`config.mk`:
```
export PLATFORM = sky130hd
export DESIGN_NAME = ahb_split_ctrl
export DESIGN_NICKNAME = d
export VERILOG_FILES = /design/src/rtl/ahb_split_ctrl.sv
export SDC_FILE = /design/constraint.sdc
export NUM_CORES = 1
export LEC_CHECK = 0
export BUFFER_PORTS_ARGS = -buffer_cell sky130_fd_sc_hd__buf_2
export CAP_MARGIN = 30
export CORE_MARGIN = 2
export CORE_UTILIZATION = 45
export DETAILED_ROUTE_END_ITERATION = 12
export SLEW_MARGIN = 30
export SYNTH_ARGS = -nofsm -noshare
export SYNTH_HDL_FRONTEND = slang
export SYNTH_SLANG_ARGS = --single-unit
```
`constraint.sdc`:
```
create_clock -name HCLK -period 5.3 [get_ports HCLK]
set_input_delay 0.265 -clock HCLK [delete_from_list [all_inputs] [get_ports HCLK]]
set_output_delay 0.265 -clock HCLK [all_outputs]
set_load 0.005 [all_outputs]
```
`src/rtl/ahb_split_ctrl.sv`:
```
// AHB slave-side SPLIT controller: splits transfers while the backend is busy and
// releases the split masters round-robin through HSPLITx once the backend frees up.
//
// state  | meaning
// IDLE   | ready, OKAY; samples address phases
// SPLIT1 | first SPLIT cycle, HREADYOUT low
// SPLIT2 | second SPLIT cycle, HREADYOUT high; address phase ignored
// WAIT   | locked/untracked transfer stalled until the backend is free
module ahb_split_ctrl #(
    parameter int NUM_MASTERS = 16,
    parameter int RELEASE_GAP = 2
) (
    input  logic        HCLK,
    input  logic        HRESET,
    input  logic        HSEL,
    input  logic [1:0]  HTRANS,
    input  logic        HREADY,
    input  logic [3:0]  HMASTER,
    input  logic        HMASTLOCK,
    input  logic        busy_i,
    output logic        HREADYOUT,
    output logic [1:0]  HRESP,
    output logic [15:0] HSPLITx,
    output logic [15:0] pending_o,
    output logic        accept_o
);

    localparam logic [1:0] RESP_OKAY  = 2'b00;
    localparam logic [1:0] RESP_SPLIT = 2'b11;

    typedef enum logic [1:0] {IDLE, SPLIT1, SPLIT2, WAIT} state_t;

    state_t      state;
    logic [3:0]  rr_ptr;
    logic [3:0]  gap_cnt;
    logic [3:0]  rel_idx;
    logic        rel_found;
    logic [4:0]  cand;
    logic        sample;
    logic        master_ok;
    logic        do_split;
    logic        rel_armed;
    logic [15:0] set_vec;
    logic [15:0] clr_vec;
    logic        unused_htrans0;

    assign unused_htrans0 = HTRANS[0];
    assign sample    = HSEL & HTRANS[1] & HREADY;
    assign master_ok = ({1'b0, HMASTER} < 5'(NUM_MASTERS));
    assign do_split  = (state == IDLE) & sample & busy_i & ~HMASTLOCK & master_ok;
    assign set_vec   = do_split ? (16'(1) << HMASTER) : 16'h0000;
    assign rel_armed = ~busy_i & (pending_o != 16'h0000) & (gap_cnt == 4'd0);
    assign clr_vec   = (rel_armed & rel_found) ? (16'(1) << rel_idx) : 16'h0000;

    // Scan downward so the last hit is the nearest set bit above rr_ptr.
    always_comb begin
        rel_idx   = '0;
        rel_found = 1'b0;
        cand      = '0;
        for (int k = NUM_MASTERS; k >= 1; k--) begin
            cand = 5'({1'b0, rr_ptr}) + 5'(k);
            if (cand >= 5'(NUM_MASTERS))
                cand = cand - 5'(NUM_MASTERS);
            if (pending_o[cand[3:0]]) begin
                rel_idx   = cand[3:0];
                rel_found = 1'b1;
            end
        end
    end

    always_ff @(posedge HCLK) begin
        if (HRESET) begin
            state     <= IDLE;
            HREADYOUT <= 1'b1;
            HRESP     <= RESP_OKAY;
            accept_o  <= 1'b0;
        end else begin
            accept_o <= 1'b0;
            case (state)
                IDLE: begin
                    if (sample) begin
                        if (!busy_i) begin
                            accept_o <= 1'b1;
                        end else if (!HMASTLOCK && master_ok) begin
                            state     <= SPLIT1;
                            HREADYOUT <= 1'b0;
                            HRESP     <= RESP_SPLIT;
                        end else begin
                            state     <= WAIT;
                            HREADYOUT <= 1'b0;
                            HRESP     <= RESP_OKAY;
                        end
                    end
                end
                SPLIT1: begin
                    state     <= SPLIT2;
                    HREADYOUT <= 1'b1;
                    HRESP     <= RESP_SPLIT;
                end
                SPLIT2: begin
                    state     <= IDLE;
                    HREADYOUT <= 1'b1;
                    HRESP     <= RESP_OKAY;
                end
                WAIT: begin
                    if (!busy_i) begin
                        state     <= IDLE;
                        HREADYOUT <= 1'b1;
                        accept_o  <= 1'b1;
                    end
                end
                default: begin
                    state     <= IDLE;
                    HREADYOUT <= 1'b1;
                    HRESP     <= RESP_OKAY;
                end
            endcase
        end
    end

    // Release engine; a new split (set) wins over a concurrent clear of the same bit.
    always_ff @(posedge HCLK) begin
        if (HRESET) begin
            pending_o <= 16'h0000;
            HSPLITx   <= 16'h0000;
            rr_ptr    <= 4'(NUM_MASTERS - 1);
            gap_cnt   <= 4'd0;
        end else begin
            pending_o <= (pending_o & ~clr_vec) | set_vec;
            HSPLITx   <= clr_vec;
            if (rel_armed && rel_found) begin
                rr_ptr  <= rel_idx;
                gap_cnt <= 4'(RELEASE_GAP);
            end else if (gap_cnt != 4'd0) begin
                gap_cnt <= gap_cnt - 4'd1;
            end
        end
    end

endmodule

```
; ---- Word-level counts from Yosys, hierarchy flattened
; Index checks and enable logic that the tools add are counted.
[totals]
regBits = 46
input_bits = 12
output_inout_bits = 36
elab_cells = 206
[classes]
n_addsub = 33
n_lt_le_gt_ge = 32
n_eq_ne = 6
shift = 2
muxes = 100
bitwise_logic = 13
reduce_logical = 11
[ops]
columns = cell, n
row1 = 4-bit two-way mux, 32
row2 = "5-bit >= comparator, second input constant", 16
row3 = "4-bit by 5-bit < comparator with 1-bit output, second input constant", 16
row4 = "4-bit by 1-bit subtractor with 4-bit output, second input constant", 17
row5 = 1-bit binary-select mux with 4-bit select, 16
row6 = "4-bit by 4-bit adder with 5-bit output, second input constant", 8
row7 = 1-bit two-way mux, 37
row8 = 16-bit two-way mux, 2
row9 = "1-bit by 4-bit left shift with 16-bit output, first input constant", 2
row10 = "4-bit by 3-bit adder with 5-bit output, second input constant", 4
row11 = 2-bit two-way mux, 9
row12 = 16-bit AND, 1
row13 = 16-bit inverter, 1
row14 = 16-bit bitwise OR, 1
row15 = 16-bit nonzero test, 1
row16 = "4-bit by 2-bit adder with 5-bit output, second input constant", 2
row17 = 1-bit AND, 8
row18 = 2-bit one-hot mux with 4 select lines, 1
row19 = "2-bit inequality test, second input constant", 3
row20 = 2-bit one-hot mux with 3 select lines, 1
row21 = 3-bit AND reduction, 2
row22 = "4-bit by 1-bit adder with 5-bit output, second input constant", 1
row23 = "4-bit by 5-bit adder with 5-bit output, second input constant", 1
row24 = "2-bit equality test, second input constant", 2
row25 = 11 further kinds, 13

; ---- Longest topological paths before layout
[depth]
word_depth = 26
mapped_depth = 18
depth_no_buf = 11

; ---- Worst setup path after synthesis
; No wires, ideal clock.
[synth_path]
kind = reg2reg
startpoint = reg rr_ptr[1]
endpoint = reg HSPLITx[11]
setup_time_ns = 0.116
arrival_time_ns = 4.277
path_slack_ns = 0.906
stages_incl_launch_ff = 16
cell_sequence = dfxtp_1 buf_2 clkbuf_1 inv_1 ha_1 buf_6 mux2_2 mux4_2 mux2_4 nand4bb_1 or4_4 o311ai_2 a221oi_1 and3_1 buf_6 and4_1
[synth_between]
elab_chain_len = 23
elab_cells_between_ends = 131
[synth_rtl]
columns = element, line_no
row1 = from (decl), 34  ; logic [3:0] rr_ptr;
row2 = from (signal assigned), 126  ; rr_ptr <= 4'(NUM_MASTERS - 1);
row3 = from (signal assigned), 132  ; rr_ptr <= rel_idx;
row4 = 4-bit by 5-bit adder with 5-bit output, 61  ; cand = 5'({1'b0, rr_ptr}) + 5'(k);
row5 = 4-bit by 1-bit subtractor with 4-bit output / 5-bit >= comparator (equally long branches), "63, 62"
row6 = 4-bit two-way mux, 62  ; if (cand >= 5'(NUM_MASTERS))
row7 = 1-bit binary-select mux with 4-bit select, 64  ; if (pending_o[cand[3:0]]) begin
row8 = 1-bit two-way mux (implied by the code), 64
row9 = 4-bit two-way mux / 1-bit two-way mux (equally long branches) (16 in series), 64
row10 = 1-bit by 4-bit left shift with 16-bit output / 1-bit AND (equally long branches), 53  ; assign clr_vec = (rel_armed & rel_found) ? (16'(1) << rel_idx) : 16'h0000;
row11 = 16-bit two-way mux *, 53
row12 = to (signal assigned), 130  ; HSPLITx <= clr_vec;
row13 = to (decl), 23  ; output logic [15:0] HSPLITx,
; Mark *: on every way between the ends. The rest lies on a longest branch, timed or not. The select of a mux whose other input is x is not followed.
; A chain may end at the register's enable or synchronous reset.

; ---- Worst setup path after layout
[layout_path]
startpoint = reg rr_ptr[0]
endpoint = reg pending_o[4]
[layout_between]
elab_chain_len = 26
elab_cells_between_ends = 134
[layout_rtl]
columns = element, line_no
row1 = 4-bit by 5-bit adder with 5-bit output, 61
row2 = 4-bit by 1-bit subtractor with 4-bit output / 5-bit >= comparator (equally long branches), "63, 62"
row3 = 4-bit two-way mux, 62
row4 = 1-bit binary-select mux with 4-bit select, 64
row5 = 1-bit two-way mux (implied by the code), 64
row6 = 4-bit two-way mux / 1-bit two-way mux (equally long branches) (16 in series), 64
row7 = 1-bit by 4-bit left shift with 16-bit output / 1-bit AND (equally long branches), 53
row8 = 16-bit two-way mux *, 53
row9 = 16-bit inverter *, 129  ; pending_o <= (pending_o & ~clr_vec) | set_vec;
row10 = 16-bit AND *, 129
row11 = 16-bit bitwise OR *, 129
row12 = to (signal assigned), 129
row13 = to (decl), 24  ; output logic [15:0] pending_o,
; Marks and branches as above.

==> impl_metrics.yaml <==
run_status:
  outcome: "completed"
critical_path:
  cp-end-kind: "register"
  rr_worst_depth: 11
  timing.rr.start: "rr_ptr[0]"
  regToRegEndpoint: "pending_o[4]"
  crit_buf_inv: 1
  reg2reg_slack_ns: 0.92
  cpPeakStageDelay_ns: 0.76
  path_cells: "inv_2 > ha_1 > mux2_2 > mux4_2 > mux2i_2 > nand3_1 > a2111oi_2 > nor4_1 > or4_1 > a21oi_4 > a21oi_1"
  crit_type: "reg2reg"
  crit_required_ns: 5.45
  crit_path_start_kind: "register"
  crit_family: "multiplexers"
  cp_max_fo: 17
  crit_slowest_cell: "or4_1"
  worstPathArrival_ns: 4.53
die:
  boundaryPins: 48
  num_rows: 36
  fp.dieH_um: 105.1
  core_um2: 9864
  die_w_um: 105.1
  die_area_um2: 11050
  initial_core_util: 0.4665
detailed_routing:
  drt-initial-drc-count: 285
  dr.pass1.iters: 4
  drtAntennaViolNets: 0
  routedWlPerCell_um: 21.38
  wl_um: 14260
  via_per_inst: 6.460
  drc: 0
  vias: 4309
clock_tree:
  numCtsBuffers: 5
  cts_tree: "yes"
  max-clock-path-buffers: 2
  ctsHoldBuffers: 0
  htreeDepth: 2
  cts-root-buf: "clkbuf_8"
  ctsResizeCount: 0
  clock_latency_ns: 0.29
  post_cts_buffers: 0
  clock-sinks: 45
  path_clk_slew_ns: 0.08
sta:
  finalCriticalPeriod_ns: 4.377
  setup_violations: 0
  timing_hold_violations_final: 0
  slew_headroom: 0.4870
  fin_hold_ws_ns: 0.2052
  fin_crit_sh: 0.8259
  tns_ns: 0
  slew_viol_final: 0
  rsz0062_at_grt: "false"
  tightest_slew_ns: 0.7686
  skew_ns: 0.002775
  fmax_mhz: 228.5
power:
  intPower_uw: 1185
  p_leak_uw: 0.002172
  p_switching_uw: 1244
  p_comb_frac: 0.716
  switching_share: 0.5120
  pwr-share-seq: 0.174
  clockPowerShare: 0.110
  vdd_ir_drop_max_uv: 284.6
  power_density_nw_per_um2: 482.3
grt:
  grt_usage: 0.2607
  grt_antenna_before_repair: 0
  grt_pass1_vias: 4220
  grt_max_degree: 36
  grt_pass1_wl_um: 23070
  grt_overflow: 0
synthesis:
  synthTopCellsByArea: "dfxtp_1 20%, mux4_2 15%, mux2i_1 8.0%"
  synth_top_cell_by_area: "dfxtp_1"
  synth_top_area_frac: 0.1958
  synth_area_um2: 4602
  yosysWarnings: 0
  ys_top_cells_by_count: "48 x nor2_1, 45 x dfxtp_1, 37 x mux2i_1"
  ys_ff_latch: 45
  seq_area_frac_synth: 0.1958
  syn_nets: 524
  async_flop_share: 0
  yosysMostFrequentCell: "nor2_1"
  synth-edff-count: 0
  syn_inst: 500
  ys_types: 84
  dominantRegCellSynth: "dfxtp_1"
  avgSynthCellArea_um2: 9.204
cells_and_area:
  n_antenna_cell: 0
  stdcell_count: 667
  drive_gt1_frac: 0.2659
  nets: 557
  final_util: 0.5105
  syn_to_final_growth_pct: 9.434
hold_path:
  min-delay-path-class: "in2reg"
  min_to: "accept_o"
  worstHoldPathCells: 2
  hold_start: "busy_i"
placed_design:
  numPortBuffers: 46
  dp_hpwl_um: 10710
  gp_congestion: 0.9403
  place_inst: 659
job:
  maxCapViolCount: 0
## area by class of cell
class,instances,area (µm²)
inverter,13,48.80
timing repair buffer,57,312.8
fill,968,4828
clock buffer,7,86.33
tap,133,166.4
multi-input combinational,411,3491
clock inverter,1,30.03
sequential,45,900.9
## cells in the final DEF (no fill, tap or decap), types with 4 or more instances in the layout
master,count
inv_1,11
o21ai_0,29
a211oi_1,5
buf_4,11
nand3_1,11
nand2b_1,8
o211ai_1,4
nor2_1,48
xnor2_1,4
nor2b_1,8
a31oi_1,13
mux4_2,31
dfxtp_1,45
buf_2,46
nor4_1,4
and2_1,4
nand2_1,30
mux2i_1,37
a22oi_1,5
nor3_1,10
ha_1,12
and4_1,5
xor2_1,6
mux2_2,16
and3_1,18
clkbuf_8,6
a21oi_1,24
## worst max-delay path by stage
stage                          from            to  slack [ns]  depth (start not counted)
after global placement    rr_ptr[0]    HSPLITx[7]        1.01                         12
after floorplan           rr_ptr[1]   HSPLITx[11]        0.91                         15
after detailed placement  rr_ptr[0]  pending_o[4]        0.95                         11
after CTS                 rr_ptr[0]    HSPLITx[7]        0.93                         12
final                     rr_ptr[0]  pending_o[4]        0.92                         11
after global routing      rr_ptr[0]   HSPLITx[13]        0.61                         11
## kinds of logic (layout without fill, tap and decap cells)
group,after synthesis,count (layout),synth area share
XOR/XNOR,13,13,0.02964
adder cells (fa/ha/maj),12,12,0.03263
AND/OR/NAND/NOR,165,165,0.1911
AO/OA/AOI/OAI,131,131,0.2156
multiplexers,90,90,0.2882
flip-flops,45,45,0.1958
buffers and inverters,44,78,0.04703
## worst register-to-register path, cell delays in order, from the launching register on
cell and delay [ns]:
dfxtp_1 0.36, inv_2 0.17, ha_1 0.62, mux2_2 0.42, mux4_2 0.56, mux2i_2 0.33, nand3_1 0.18, a2111oi_2 0.28
nor4_1 0.15, or4_1 0.76, a21oi_4 0.30, a21oi_1 0.11
## metal layers
metal  GRT usage  share of wire
met1      0.3520           0.43
met2      0.4253           0.48
met3     0.02870          0.058
met4      0.1038          0.039
met5           0              0
## registers in the layout (all words and copies together) (netlist names)
register	count
HSPLITx	16
pending_o	16
gap_cnt	4
rr_ptr	4
state	2
HREADYOUT	1
HRESP	1
accept_o	1
## power by group through the flow
stage | Sequential [µW] | Clock [µW] | Combinational (µW)
after floorplan | 404 | 0 | 1370
after global placement | 428 | 0 | 1700
final | 423 | 268 | 1740
after CTS | 422 | 272 | 1720
after global routing | 428 | 284 | 1880
after detailed placement | 429 | 0 | 1720
## stage by stage
step | cell area [µm²] | setup WS, ns | power (µW)
final | 5036 | 0.9228 | 2429
after global routing | 5036 | 0.6082 | 2590
after CTS | 5030 | 0.9319 | 2416
after detailed placement | 4913 | 0.9474 | 2145
after global placement | 4913 | 1.009 | 2124
after floorplan | 4602 | 0.9064 | 1771
(Power assumes the default switching activity.)
